<file path="config.mk">
export PLATFORM = sky130hd
export DESIGN_NAME = iob_cache_line_refill
export DESIGN_NICKNAME = d
export VERILOG_FILES = /design/src/rtl/iob_cache_refill_pkg.sv /design/src/rtl/iob_cache_lowest_onehot.sv /design/src/rtl/iob_cache_line_refill.sv
export SDC_FILE = /design/constraint.sdc
export NUM_CORES = 1
export LEC_CHECK = 0
export ABC_CLOCK_PERIOD_IN_PS = 2500
export CORE_ASPECT_RATIO = 0.75
export CORE_MARGIN = 2
export CORE_UTILIZATION = 34
export CTS_BUF_LIST = sky130_fd_sc_hd__clkbuf_4 sky130_fd_sc_hd__clkbuf_8
export DETAILED_ROUTE_END_ITERATION = 10
export PLACE_DENSITY = 0.95
export SLEW_MARGIN = 20
export SYNTH_ARGS = -nofsm -noshare
export SYNTH_HDL_FRONTEND = slang
export SYNTH_SLANG_ARGS = --single-unit
</file>
<file path="constraint.sdc">
create_clock -name clk_i -period 2.5 [get_ports clk_i]
set_input_delay 0.5 -clock clk_i [delete_from_list [all_inputs] [get_ports clk_i]]
set_output_delay 0.5 -clock clk_i [all_outputs]
set_load 0.05 [all_outputs]
</file>
<file path="src/rtl/iob_cache_refill_pkg.sv">
// Shared definitions for the cache line refill engine: FSM encoding, line geometry
// and address field position helpers.
package iob_cache_refill_pkg;

  typedef enum logic [1:0] {
    StIdle   = 2'd0,
    StReq    = 2'd1,
    StWait   = 2'd2,
    StCommit = 2'd3
  } refill_state_e;

  localparam int unsigned WORDS_PER_LINE = 4;

  // Back-end word address layout is {tag, line, word offset}.
  function automatic int unsigned line_lsb(input int unsigned word_off_w);
    return word_off_w;
  endfunction

  function automatic int unsigned tag_lsb(input int unsigned nlines_w,
                                          input int unsigned word_off_w);
    return nlines_w + word_off_w;
  endfunction

endpackage

</file>
<file path="src/rtl/iob_cache_lowest_onehot.sv">
// Victim sanitizer: keeps the lowest set bit of the select; an empty select maps to way 0,
// so the result is always exactly one-hot.
module iob_cache_lowest_onehot #(
  parameter int unsigned N_WAYS  = 4,
  parameter int unsigned NWAYS_W = $clog2(N_WAYS)
) (
  input  logic [N_WAYS-1:0] sel_i,
  output logic [N_WAYS-1:0] onehot_o
);

  logic [NWAYS_W-1:0] idx;

  // Descending scan so the lowest set bit is the last one to win.
  always_comb begin
    idx = '0;
    for (int i = N_WAYS - 1; i >= 0; i--) begin
      if (sel_i[i]) idx = NWAYS_W'(i);
    end
  end

  always_comb begin
    onehot_o      = '0;
    onehot_o[idx] = 1'b1;
  end

endmodule

</file>
<file path="src/rtl/iob_cache_line_refill.sv">
// Read-miss line refill: fetches a whole line from the back end into the victim way, then
// writes tag/valid and marks the way most recently used. Optional IOB_CACHE_CRITICAL_WORD_FIRST_EN.
module iob_cache_line_refill
  import iob_cache_refill_pkg::*;
#(
  parameter int unsigned N_WAYS     = 4,
  parameter int unsigned NWAYS_W    = $clog2(N_WAYS),
  parameter int unsigned NLINES_W   = 7,
  parameter int unsigned WORD_OFF_W = $clog2(WORDS_PER_LINE),
  parameter int unsigned TAG_W      = 16,
  parameter int unsigned BE_DATA_W  = 32,
  parameter int unsigned BE_ADDR_W  = TAG_W + NLINES_W + WORD_OFF_W
) (
  input  logic                           clk_i,
  input  logic                           arst_n_i,
  input  logic                           miss_req_i,
  input  logic [BE_ADDR_W-1:0]           miss_addr_i,
  input  logic [N_WAYS-1:0]              way_select_i,
  output logic                           miss_ack_o,
  output logic                           busy_o,
  output logic                           be_valid_o,
  output logic [BE_ADDR_W-1:0]           be_addr_o,
  input  logic                           be_ready_i,
  input  logic                           be_rvalid_i,
  input  logic [BE_DATA_W-1:0]           be_rdata_i,
  output logic [N_WAYS-1:0]              data_we_o,
  output logic [NLINES_W+WORD_OFF_W-1:0] data_addr_o,
  output logic [BE_DATA_W-1:0]           data_wdata_o,
  output logic [N_WAYS-1:0]              tag_we_o,
  output logic [NLINES_W-1:0]            tag_line_o,
  output logic [TAG_W-1:0]               tag_o,
  output logic                           repl_we_o,
  output logic [N_WAYS-1:0]              repl_way_hit_o,
  output logic [NLINES_W-1:0]            repl_line_o,
  output logic                           crit_rdy_o
);

`ifdef IOB_CACHE_CRITICAL_WORD_FIRST_EN
  localparam bit CRIT_FIRST = 1'b1;
`else
  localparam bit CRIT_FIRST = 1'b0;
`endif

  localparam int unsigned LINE_LSB = line_lsb(WORD_OFF_W);
  localparam int unsigned TAG_LSB  = tag_lsb(NLINES_W, WORD_OFF_W);

  refill_state_e         state_q, state_d;
  logic [WORD_OFF_W-1:0] cnt_q, cnt_d;
  logic [WORD_OFF_W-1:0] beats_q, beats_d;
  logic [TAG_W-1:0]      tag_q, tag_d;
  logic [NLINES_W-1:0]   line_q, line_d;
  logic [N_WAYS-1:0]     way_q, way_d;
  logic [N_WAYS-1:0]     way_clean;

  iob_cache_lowest_onehot #(
    .N_WAYS  (N_WAYS),
    .NWAYS_W (NWAYS_W)
  ) u_lowest_onehot (
    .sel_i    (way_select_i),
    .onehot_o (way_clean)
  );

  always_ff @(posedge clk_i or negedge arst_n_i) begin
    if (!arst_n_i) begin
      state_q <= StIdle;
      cnt_q   <= '0;
      beats_q <= '0;
      tag_q   <= '0;
      line_q  <= '0;
      way_q   <= '0;
    end else begin
      state_q <= state_d;
      cnt_q   <= cnt_d;
      beats_q <= beats_d;
      tag_q   <= tag_d;
      line_q  <= line_d;
      way_q   <= way_d;
    end
  end

  // cnt_q is the word address (may start mid-line and wrap); beats_q counts words
  // transferred, so the line completes after a full lap regardless of start offset.
  always_comb begin
    state_d        = state_q;
    cnt_d          = cnt_q;
    beats_d        = beats_q;
    tag_d          = tag_q;
    line_d         = line_q;
    way_d          = way_q;
    be_valid_o     = 1'b0;
    data_we_o      = '0;
    data_wdata_o   = '0;
    crit_rdy_o     = 1'b0;
    tag_we_o       = '0;
    repl_we_o      = 1'b0;
    repl_way_hit_o = '0;
    miss_ack_o     = 1'b0;
    unique case (state_q)
      StIdle: begin
        if (miss_req_i) begin
          tag_d   = miss_addr_i[BE_ADDR_W-1:TAG_LSB];
          line_d  = miss_addr_i[TAG_LSB-1:LINE_LSB];
          way_d   = way_clean;
          cnt_d   = CRIT_FIRST ? miss_addr_i[WORD_OFF_W-1:0] : '0;
          beats_d = '0;
          state_d = StReq;
        end
      end
      StReq: begin
        be_valid_o = 1'b1;
        if (be_ready_i) state_d = StWait;
      end
      StWait: begin
        if (be_rvalid_i) begin
          data_we_o    = way_q;
          data_wdata_o = be_rdata_i;
          crit_rdy_o   = CRIT_FIRST && (beats_q == '0);
          cnt_d        = cnt_q + WORD_OFF_W'(1);
          beats_d      = beats_q + WORD_OFF_W'(1);
          state_d      = (&beats_q) ? StCommit : StReq;
        end
      end
      StCommit: begin
        tag_we_o       = way_q;
        repl_we_o      = 1'b1;
        repl_way_hit_o = way_q;
        miss_ack_o     = 1'b1;
        state_d        = StIdle;
      end
      default: state_d = StIdle;
    endcase
  end

  assign busy_o      = (state_q != StIdle);
  assign be_addr_o   = {tag_q, line_q, cnt_q};
  assign data_addr_o = {line_q, cnt_q};
  assign tag_line_o  = line_q;
  assign tag_o       = tag_q;
  assign repl_line_o = line_q;

endmodule

</file>
# Word-level counts from Yosys, hierarchy flattened
# Cells that the tools add are included.
# word_totals
ff_bits,33
elab_cells,47
in_bits,66
output_inout_bits,113
# op_classes
reduce_logical,8
add_sub_neg,2
mux,23
magnitude_cmp,2
eq_ne,6
# op_table
operator,count
$mux W32,2
$mux W2,11
$mux W4,3
$pmux W2 S2,2
$pmux W2 S4,1
$ne A2 B2 Y1 const B,3
$reduce_and A3 Y1,2
$add A2 B1 Y2 const B,2
$eq A2 B2 Y1 const B,2
$reduce_and A2 Y1,2
$reduce_bool A2 Y1,2
$lt A2 B3 Y1 const B,1
$mux W1,3
$demux W1 S2,1
$eq A2 B1 Y1 const B,1
$ge A2 B1 Y1 const B,1
$logic_not A2 Y1,1
$logic_and A1 B1 Y1,1

# Depth between registers and ports, before layout
# logic_depth
word_depth,8
mapped_depth,4
depth_no_buf,4

# Hierarchy
# Synthesis repeated with hierarchy kept, for this count alone.
# unflattened
hier_cells,189
area_unflattened_um2,2122.0
# by_module_without_submodules
module,n_inst,cells_each,area_each_um2,seq_area_each_um2
iob_cache_line_refill,1,184,2082.0,825.8
iob_cache_lowest_onehot,1,5,40.0,0.0

# Worst setup path before layout
# Ideal clock, no wire load.
# synth_path
kind,input port to output port
from,input port be_rvalid_i
to,output port data_wdata_o[10]
arrival_time_ps,1429
path_buffers,2
path_slack_ps,571
required_ps,2000
path_stages,4
path_cell_list,and3b_1 clkbuf_2 clkbuf_2 and2_1
# synth_between
elab_chain_cells,2
# synth_lines
item,line,text
"start, declared",iob_cache_line_refill.sv:24,"input logic be_rvalid_i,"
$mux W32,iob_cache_line_refill.sv:114,if (be_rvalid_i) begin
$mux W32,iob_cache_line_refill.sv:98,unique case (state_q)
"end, declared",iob_cache_line_refill.sv:28,"output logic [BE_DATA_W-1:0] data_wdata_o,"
# No other way between the ends.

# Worst setup path in the final report
# layout_path
from,register state_q[1]
to,output port miss_ack_o
# layout_between
elab_chain_cells,2
# layout_lines
item,line,text
"start, declared",iob_cache_line_refill.sv:47,"refill_state_e state_q, state_d;"
"start signal, assigned",iob_cache_line_refill.sv:65,state_q <= StIdle;
"start signal, assigned",iob_cache_line_refill.sv:72,state_q <= state_d;
$eq A2 B2 Y1,iob_cache_line_refill.sv:98,
$mux W1,iob_cache_line_refill.sv:98,
"end, declared",iob_cache_line_refill.sv:19,"output logic miss_ack_o,"
# No other way between the ends.

==> results.md <==
* RR Endpoint: tag_o[15]$_DFFE_PN0P_
* Post-synth ARST share at 1.000
* Clock power frac at 0.070
* Peak Freq at 413.9 MHz
* Largest area contributor in the netlist: dfrtp_1
* Core area at 5439 µm²
* CTS tree: built
* Ant diodes at 0
* Initial antenna violation count at 0
* Pwr Density at 1483 nW/µm²
* Via count at approximately 1.7k
* Crit path to: miss_ack_o
* DR pass1 iterations at 4
* Period utilization at 0.9664
* Routed len/inst at 15.71 µm
* Switch Pwr at 3236 µW
* FP Rows at 23
* Int Power at around 2600 µW
* Post-synth EDFFs at 0
* Global-route wire length before repair at 9.894 mm
* Leakage at 0.001738 µW
* Hpwl dp at 5.050 mm
* Critical path endpoint category: output port
* Worst reg2reg path startpoint: state_q[1]$_DFFE_PN0P_
* Final instance area at ~3900 µm²
* Mapped cell area at between 1500 and 2000 µm²
* CP Max Fanout at 13
* Final Hold Vio Count at 0
* Sw Share at 0.5571
* H-tree levels at 2
* Top Ports at 179
* Maximum VDD drop at 0.001100 V
* Area growth from synthesis to layout at 99.81%
* Flops & latches, synth at 33
* Final clock skew at 0.008034 ns
* Ratio of cells with drive above 1 in the final layout at 0.2414
* Synth top area share at 0.4212
* Die width at between 90 and 100 µm
* Drt drc at 0
* ANT nets after route at 0
* Relative slew slack at 0.5054
* Die area at about 6400 µm²
* Critical Path AT at between 1.5 and 2 ns
* Clock Sinks at 33
* Top post-synthesis cells by area: dfrtp_1 42%, buf_4 18%, mux2_2 14%
* Placer Congestion at 0.7204
* RSZ-0062 raised after global routing: false
* Vias per Instance at 4.409
* Fin. max-slew vios at 0
* Seq/Total Area, Yosys at 0.4212
* Most common cell in the netlist: buf_4
* Count of cell types in the netlist at 27
* Synth Warn # at 0
* Synth top cells by count: 47 x buf_4, 37 x and2_1, 33 x dfrtp_1
* Mapped Nets at 254
* Placed cell areas at 3812 µm²
* Final core occ at 0.7203
* Port Buffers at around 180
* Sequential Power Share at 0.184
* Max Cap Violations at 0
* Minimum clock period after layout at 2.416 ns
* Num CTS Buffers at 5
* WP data required at 2.00 ns
* Initial Util at 0.3605
* Logic pwr share at 0.746
* Synth Flop Type: dfrtp_1
* Pin count of the biggest net entering global routing at 40
* Vias in the first global route at 1869
* Clk root buf: clkbuf_8
* Min-delay worst type: in2async
* GRT overflow at 0
* Clock buffer depth at 2
* Flop-to-flop setup slack at 0.94 ns
* Slew @ Worst Pin at 0.7419 ns
* Worst setup SP type: flop
* Setup TNS at 0 ns
* Crit Path Category: reg2out
* Post-Synthesis Cells at about 190
* Final wirelength at 6.188 mm
* Layout Nets at 386
* Register-to-Register Path Depth at 3
* Status: completed
* Crit path from: state_q[1]$_DFFE_PN0P_
* Syn_area_per_cell at 10.48 µm²
* Final setup vio count at 0
* DRT iter0 DRCs at 47
* Chip height at between 60 and 70 µm
* Worst-skew pair later-pin latency at between 0.2 and 0.3 ns
* Total Routing Usage GR at 0.1937
* Reg clk slew, reported paths at 0.07 ns
## registers in the layout, indices dropped and copies added, names as in the netlist
| register | flops |
|---|---|
| repl_line_o | 7 |
| beats_q | 2 |
| tag_o | 16 |
| cnt_q | 2 |
| way_q | 4 |
| state_q | 2 |
## power groups by stage
stage               sequential, µW  combinational, µW  clock [µW]
floorplan                     1730               2550           0
global placement              1040               4320           0
detailed placement            1080               4360           0
CTS                           1070               4370         419
global route                  1120               4470         445
finish                        1070               4340         407
## worst min path at each step
stage / startpoint / to / slack (ns) / depth (start not counted)
6_report: arst_n_i / tag_o[6]$_DFFE_PN0P_ / 0.29 / 1
5_1_grt: arst_n_i / tag_o[6]$_DFFE_PN0P_ / 0.34 / 1
4_1_cts: arst_n_i / tag_o[6]$_DFFE_PN0P_ / 0.31 / 1
3_5_place_dp: beats_q[1]$_DFFE_PN0P_ / beats_q[1]$_DFFE_PN0P_ / 0.49 / 1
3_3_place_gp: beats_q[1]$_DFFE_PN0P_ / beats_q[1]$_DFFE_PN0P_ / 0.49 / 1
2_1_floorplan: arst_n_i / beats_q[0]$_DFFE_PN0P_ / 0.20 / 0
## layout make-up
type / instances / area (µm²)
Fill cell: 360 / 1521
Clock buffer: 7 / 90.09
Sequential cell: 33 / 825.8
Tap cell: 75 / 93.84
Multi-Input combinational cell: 95 / 732.0
Timing Repair Buffer: 179 / 2157
Inverter: 5 / 18.77
## timing repair
action,in CTS,in global routing
endpoints found under the setup margin,0,6
setup buffers,0,0
hold buffers,0,0
resized for setup,0,6
## per-stage QoR
stage	power (µW)	hold WS [ns]	setup WS (ns)	std cells
floorplan	4276	0.2044	0.5711	187
global placement	5361	0.4883	0.2439	387
detailed placement	5434	0.4939	0.2085	387
CTS	5857	0.3107	0.03134	394
global route	6036	0.3444	0.001577	394
finish	5809	0.2859	0.08395	394
## metal layers
layer	global-route usage	share of wire	vias up
met5	0	0	-
met4	0.02694	0.0057	0
met3	0.04022	0.051	4
met2	0.3448	0.54	63
met1	0.2470	0.40	849
li1	-	-	821
## layout by cell type (no fill, tap or decap)
cell type        netlist  routed
mux2_2                24      24
mux2i_1                1       1
clkdlybuf4s50_1        0     129
a21oi_1                2       2
nand4b_1               1       1
nor3b_4                1       1
inv_1                  5       5
and3_1                 4       4
ha_1                   1       1
a22o_1                 4       4
mux2_1                 1       1
buf_2                  2       1
or2_2                  1       1
nand2b_1               2       2
dlymetal6s2s_1         0       6
buf_4                 47       6
clkbuf_4               0       1
dfrtp_1               33      33
nand3b_1               1       1
and2_1                37      37
conb_1                 1       1
clkbuf_8               0       6
o21ai_0                4       4
buf_12                 0      37
nor2_1                 5       5
nand2_1                1       1
and3b_1                1       1
nand3_1                1       1
nor3_1                 1       1
o21bai_1               1       1
## worst max-delay path: stages (launching register included)
cell	delay, ns
dfrtp_1	0.62
and2_1	0.22
clkdlybuf4s50_1	0.81
## cell families (layout without fill, tap and decap cells)
logic type,Yosys count,count (layout),share of synthesized area
and+or+nand+nor,56,56,0.1793
DFF,33,33,0.4212
buffers and inverters,59,191,0.2055
adders and majority gates,1,1,0.006381
AOI/OAI and AO/OA,11,11,0.03701
muxes,26,26,0.1487
other,1,1,0.001913
Power figures use the tool's default switching activity.
